## config.mk

```make
export PLATFORM = sky130hd
export DESIGN_NAME = csr_timer_int
export DESIGN_NICKNAME = d
export VERILOG_FILES = /design/src/rtl/csr_timer_int.sv
export SDC_FILE = /design/constraint.sdc
export NUM_CORES = 1
export LEC_CHECK = 0
export CORE_MARGIN = 2
export CORE_UTILIZATION = 45
export CTS_BUF_LIST = sky130_fd_sc_hd__clkbuf_4 sky130_fd_sc_hd__clkbuf_8
export CTS_CLUSTER_SIZE = 20
export DETAILED_ROUTE_END_ITERATION = 8
export PLACE_DENSITY = 0.81
export SETUP_SLACK_MARGIN = 0.1
export SLEW_MARGIN = 5
export SYNTH_ARGS = -nofsm -noshare
export SYNTH_HDL_FRONTEND = slang
export SYNTH_SLANG_ARGS = --single-unit
```

## constraint.sdc

```tcl
create_clock -name clk -period 2.8 [get_ports clk]
set_input_delay 0.42 -clock clk [delete_from_list [all_inputs] [get_ports clk]]
set_output_delay 0.42 -clock clk [all_outputs]
set_load 0.02 [all_outputs]
```

## src/rtl/csr_timer_int.sv

```systemverilog
// Timer (TID/TCFG/TVAL/TICLR) and interrupt-pending unit for the LoongArch CSR file.
// Owns the constant timer, the TI latch and the hw/ipi synchronisers feeding ESTAT.IS.
module csr_timer_int #(
    parameter int unsigned TIMER_W     = 32,
    parameter int unsigned HW_INT_N    = 8,
    parameter int unsigned SYNC_STAGES = 2,
    parameter logic [31:0] CORE_ID     = 32'h0
) (
    input  logic                clk,
    input  logic                resetn,
    input  logic [13:0]         csr_num,
    input  logic                we,
    input  logic [31:0]         wdata,
    input  logic [31:0]         wmask,
    output logic [31:0]         rdata,
    output logic                hit,
    input  logic [HW_INT_N-1:0] hw_int,
    input  logic                ipi_int,
    input  logic [1:0]          sw_int,
    input  logic [12:0]         ecfg_lie,
    input  logic                crmd_ie,
    output logic [12:0]         is_bits,
    output logic                int_signal
);

    localparam logic [13:0] ADDR_TID   = 14'h40;
    localparam logic [13:0] ADDR_TCFG  = 14'h41;
    localparam logic [13:0] ADDR_TVAL  = 14'h42;
    localparam logic [13:0] ADDR_TICLR = 14'h44;

    logic [31:0]         tid_q, tid_d;
    logic [TIMER_W-1:0]  tcfg_q, tcfg_d;
    logic [TIMER_W-1:0]  tval_q, tval_d;
    logic                ti_q, ti_d;
    logic                expire;
    logic                tid_wr, tcfg_wr, ticlr_wr;
    logic [TIMER_W-1:0]  reload;
    logic [TIMER_W-1:0]  mask_t, wdata_t;

    logic [SYNC_STAGES-1:0][HW_INT_N-1:0] hw_sync_q;
    logic [SYNC_STAGES-1:0]               ipi_sync_q;
    logic [7:0]                           hw_pad;

    assign tid_wr   = we && (csr_num == ADDR_TID);
    assign tcfg_wr  = we && (csr_num == ADDR_TCFG);
    assign ticlr_wr = we && (csr_num == ADDR_TICLR);
    assign mask_t   = wmask[TIMER_W-1:0];
    assign wdata_t  = wdata[TIMER_W-1:0];
    assign reload   = {tcfg_q[TIMER_W-1:2], 2'b00};

    always_comb begin
        tid_d  = tid_q;
        tcfg_d = tcfg_q;
        tval_d = tval_q;
        ti_d   = ti_q;
        expire = 1'b0;
        if (tid_wr) begin
            tid_d = (wmask & wdata) | (~wmask & tid_q);
        end
        // A TCFG write reloads the counter and suppresses expiry for this cycle.
        if (tcfg_wr) begin
            tcfg_d = (mask_t & wdata_t) | (~mask_t & tcfg_q);
            tval_d = {tcfg_d[TIMER_W-1:2], 2'b00};
        end else if (tcfg_q[0]) begin
            if (tval_q != '0) begin
                tval_d = tval_q - TIMER_W'(1);
            end else begin
                expire = 1'b1;
                if (tcfg_q[1]) begin
                    tval_d = reload;
                end else begin
                    tcfg_d[0] = 1'b0;
                end
            end
        end
        // Expiry set beats a same-cycle TICLR clear.
        if (expire) begin
            ti_d = 1'b1;
        end else if (ticlr_wr && wmask[0] && wdata[0]) begin
            ti_d = 1'b0;
        end
    end

    always_ff @(posedge clk or negedge resetn) begin
        if (!resetn) begin
            tid_q      <= CORE_ID;
            tcfg_q     <= '0;
            tval_q     <= '0;
            ti_q       <= 1'b0;
            hw_sync_q  <= '0;
            ipi_sync_q <= '0;
        end else begin
            tid_q      <= tid_d;
            tcfg_q     <= tcfg_d;
            tval_q     <= tval_d;
            ti_q       <= ti_d;
            hw_sync_q  <= {hw_sync_q[SYNC_STAGES-2:0], hw_int};
            ipi_sync_q <= {ipi_sync_q[SYNC_STAGES-2:0], ipi_int};
        end
    end

    always_comb begin
        hw_pad                = '0;
        hw_pad[HW_INT_N-1:0]  = hw_sync_q[SYNC_STAGES-1];
    end

    assign is_bits    = {ipi_sync_q[SYNC_STAGES-1], ti_q, 1'b0, hw_pad, sw_int};
    assign int_signal = crmd_ie & (|(ecfg_lie & is_bits));

    always_comb begin
        rdata = '0;
        hit   = 1'b0;
        case (csr_num)
            ADDR_TID: begin
                hit   = 1'b1;
                rdata = tid_q;
            end
            ADDR_TCFG: begin
                hit   = 1'b1;
                rdata = 32'(tcfg_q);
            end
            ADDR_TVAL: begin
                hit   = 1'b1;
                rdata = 32'(tval_q);
            end
            ADDR_TICLR: begin
                hit   = 1'b1;
            end
            default: begin
                hit   = 1'b0;
            end
        endcase
    end

endmodule

```

After elaboration in Yosys (flattened, before gate mapping)
Cells that the tools add are included.

Register bits after elaboration: 115. Bits of input ports: 106. Output and inout bits: 47.

$add $sub $neg: 1. Eq/ne operators: 4. Multiplexer cells: 15. Bitwise logic cells: 8. Reductions and logical operators: 12.

Operators with widths (number): $mux W32 (4); $and A32 B32 Y32 (3); $pmux W32 S3 (1); $or A32 B32 Y32 (2); $eq A14 B7 Y1 const B (4); $not A32 Y32 (1); $reduce_bool A32 Y1 (1); $sub A32 B1 Y32 const B (1); $and A13 B13 Y13 (1); $reduce_or A13 Y1 (1); $mux W1 (10); $logic_and A1 B1 Y1 (5); $reduce_bool A2 Y1 (2); $reduce_or A4 Y1 (1); $reduce_bool A3 Y1 (1); $reduce_and A2 Y1 (1); $and A1 B1 Y1 (1).

Logic depth before layout (Yosys ltp)
Word-level depth: 6. Mapped depth: 10.

Worst setup path after synthesis
OpenSTA, ideal clock, no wires.

Kind: input to output. Start point: input csr_num[9]. End point: output rdata[1]. Arrival time: 2.082 ns. Required time: 2.380 ns. Setup slack: 0.298 ns. Stages on the path: 6. Buffers on the path: 1. Cells stage by stage: nor4b_2 > nand3_1 > nor4b_1 > clkbuf_1 > nand2_1 > o21ai_0.

Word-level cells in the longest chain between the ends: 2.

RTL lines: from (decl) (line 11) `input logic [13:0] csr_num,`; $eq A14 B7 Y1 (line 113) `case (csr_num)`; $pmux W32 S3 * (line 113); to (decl) (line 15) `output logic [31:0] rdata,`.

Mark *: on every way between the ends. The rest lies on a longest branch, timed or not.

Worst setup path after layout
Start point: input csr_num[11]. End point: output rdata[3].

The elaborated chain is that of the path after synthesis.

==> results.toml <==
[synth]
synth_nets = 827
synth_edf_count = 0
syn_inst = 719
ys_warn_count = 0
yosys.area_share.simple_pct = 18.3
synth-adder-area-share_pct = 0.512
netlist_area_mm2 = 0.00684
syn_area_per_cell_um2 = 9.51
ys_async_sr_fraction_pct = 100
yosys_most_used_dff = "dfrtp_1"
ys_seq_elements = 115
ys_types = 70
synth_top_family_by_area = "multiplexers"
ys_seq_area_share_pct = 42.1
synth_compound_area_share_pct = 14.2
synthXorXnorAreaFrac_pct = 0.897
synthMuxAreaShare_pct = 18.9

[worst_setup_path]
r2r_slack_ns = 0.25
crit_path_end_kind = "output port"
cp-start-kind = "input pin"
critPathMaxStageDelay_ns = 0.24
worstPathRequired_ns = 2.38
rr_startpoint = "tval_q[1]$_DFFE_PN0P_"
cp-startpoint = "csr_num[11]"
worstPathArrival_ns = 2.19
worstSetupPathType = "input pin to output port"
cp_slowest_cell = "dlygate4sd2_1"
path_cells = "dlygate4sd2_1 > nor3_2 > nand3_2 > buf_6 > nor4b_4 > buf_6 > buf_12 > buf_12 > buf_8 > nand2_2 > o21ai_1 > buf_4"
crit_fanout = 7

[drt]
wl_per_cell_um = 18.8
drt_iter0_markers = 548
drc = 0
dr_total_vias = 6433
drt_pre_antenna_iters = 6
via_per_inst = 5.90
wl_mm = 20.5
drtAntennaViolNets = 0

[global_routing]
grt_overflow = 0
grt_util_met3_pct = 5.99
use_met2_pct = 41.2
grtUsageMet1_pct = 34.8
grt_max_degree = 49
grt_pass1_wl_mm = 33.1
top_usage_layer = "met2"
track_usage_pct = 25.9
first_global_vias = 6453
antenna_found_initial = 0

[floorplan]
dieHeight_um = 127
initial_core_util_pct = 45.5
core_area_mm2 = 0.0150
io-pin-count = 153
die_x_um = 127
num_rows = 45
dieArea_mm2 = 0.0162

[cts]
clkSinkCount = 115
clock_latency_ns = 0.45
clk_pin_slew_ns = 0.07
cts_tree = "built"
clk_path_buf_depth = 2
cts_made_buffers = 17
root_buffer = "clkbuf_8"
htree_num_levels = 4

[sta]
worstMarginPinSlew_ns = 0.638
clock_skew_ns = 0.00930
slew_headroom_pct = 57.1
hold_viol_final = 0
rsz0062_at_grt = "yes"
setup_tns_ns = 0
drv_slew = 0
fin_crit_ns = 2.61
fin_ws_ns = 0.192
max_freq_ghz = 0.383
setup_viol = 0
fin_crit_sh_pct = 93.1

[placement]
pre_cts_slack_ns = -0.511
port_buffers = 150
gpl.final_weighted_congestion = 0.977
hpwl_mm = 14.5

[status]
status = "completed"

[final_layout]
fill_cells = 1251
n_antenna_cell = 0
area_growth_pct = 35.1
drive_above_1_share_pct = 23.9
layout_common_cells = "nand2_1, dfrtp_1, clkdlybuf4s50_1"
nets = 998

[power_and_ir_drop]
p_per_area_mw_per_mm2 = 407
peakVddDrop_mv = 0.245
cellLeakagePower_nw = 4.12

[min_path]
hold_class = "register to register"
min_from = "hw_sync_q[0]$_DFF_PN0_"

[job]
maxCapViolations = 0
-- routing by layer --
layer / wire, µm / share of wire [%]
met4: 434 / 2.1
met1: 8820 / 43
met2: 9560 / 47
met5: 0 / 0
met3: 1680 / 8.2
-- per-stage QoR --
stage          hold slack (ns)  utilization [%]  power, mW  cells  instance area (µm²)
6_report                 0.351             61.4       3.76   1091                 9230
5_1_grt                  0.363             61.4       3.91   1091                 9230
4_1_cts                  0.352             61.2       3.77   1089                 9200
3_5_place_dp             0.335             58.0       2.24   1048                 8730
3_3_place_gp             0.331             58.0       2.23   1048                 8730
2_1_floorplan            0.124                -       1.96    719                 6840
-- timing repair --
| item | in CTS | in global routing |
|---|---|---|
| endpoints found under the setup margin | 32 | 50 |
| setup buffers | 6 | 2 |
| endpoints found under the hold margin | 30 | 0 |
| hold buffers | 1 | 0 |
| resized for setup | 228 | 12 |
| gates cloned | 2 | 0 |
| pin swaps | 5 | 5 |
-- synthesized netlist by cell type, drive strengths merged, types with 4 or more instances --
master / count / share of area, %
nor2: 35 / 2.1
o22ai: 5 / 0.46
nand3: 14 / 1.0
mux2i: 56 / 8.2
o221ai: 4 / 0.51
or3: 5 / 0.46
and3: 11 / 1.0
a31oi: 7 / 0.64
clkbuf: 31 / 1.7
mux2: 65 / 11
xnor2: 4 / 0.51
nor3: 17 / 1.5
inv: 8 / 0.44
buf: 29 / 2.9
o211ai: 8 / 0.88
nor4: 15 / 2.0
nand4: 11 / 1.1
nand2: 116 / 6.4
dfrtp: 115 / 42
o21ai: 71 / 5.2
nor3b: 4 / 0.44
a221oi: 4 / 0.51
a21oi: 24 / 1.8
-- logic make-up after synthesis --
| kind of cell | Yosys count |
|---|---|
| simple gates | 248 |
| other cells | 1 |
| buf+inv | 68 |
| mux | 121 |
| flops | 115 |
| compound gates | 156 |
| fa+ha+maj | 3 |
| xor+xnor | 7 |
-- critical path, delay by kind of cell --
kind	cells	cell delay (ns)
buffers and inverters	7	1.05
AND/OR/NAND/NOR	4	0.63
AO/OA/AOI/OAI	1	0.09
-- worst paths after layout --
check	to	cells past startpoint
worst max-delay path	rdata[3]	12
worst min-delay path	hw_pad[0]$_DFF_PN0_	0
worst max register to register	tval_q[23]$_DFFE_PN0P_	8
worst min register to register	hw_pad[0]$_DFF_PN0_	0
max in group asynchronous	tcfg_q[17]$_DFFE_PN0P_	3
min in group asynchronous	tval_q[18]$_DFFE_PN0P_	2
-- area by class of cell --
type | instances | area [µm²] | area share [%]
Clock buffer | 17 | 234 | 2.53
Timing Repair Buffer | 212 | 2010 | 21.8
Clock inverter | 15 | 160 | 1.73
Inverter | 8 | 30.0 | 0.325
Sequential cell | 115 | 2880 | 31.2
Tap cell | 188 | 235 | 2.55
Multi-Input combinational cell | 536 | 3690 | 39.9
-- where the power goes --
part	switching (mW)	internal (mW)
logic	0.245	0.259
registers	0.0255	1.68
clock network	0.749	0.794
(Power assumes the default switching activity.)
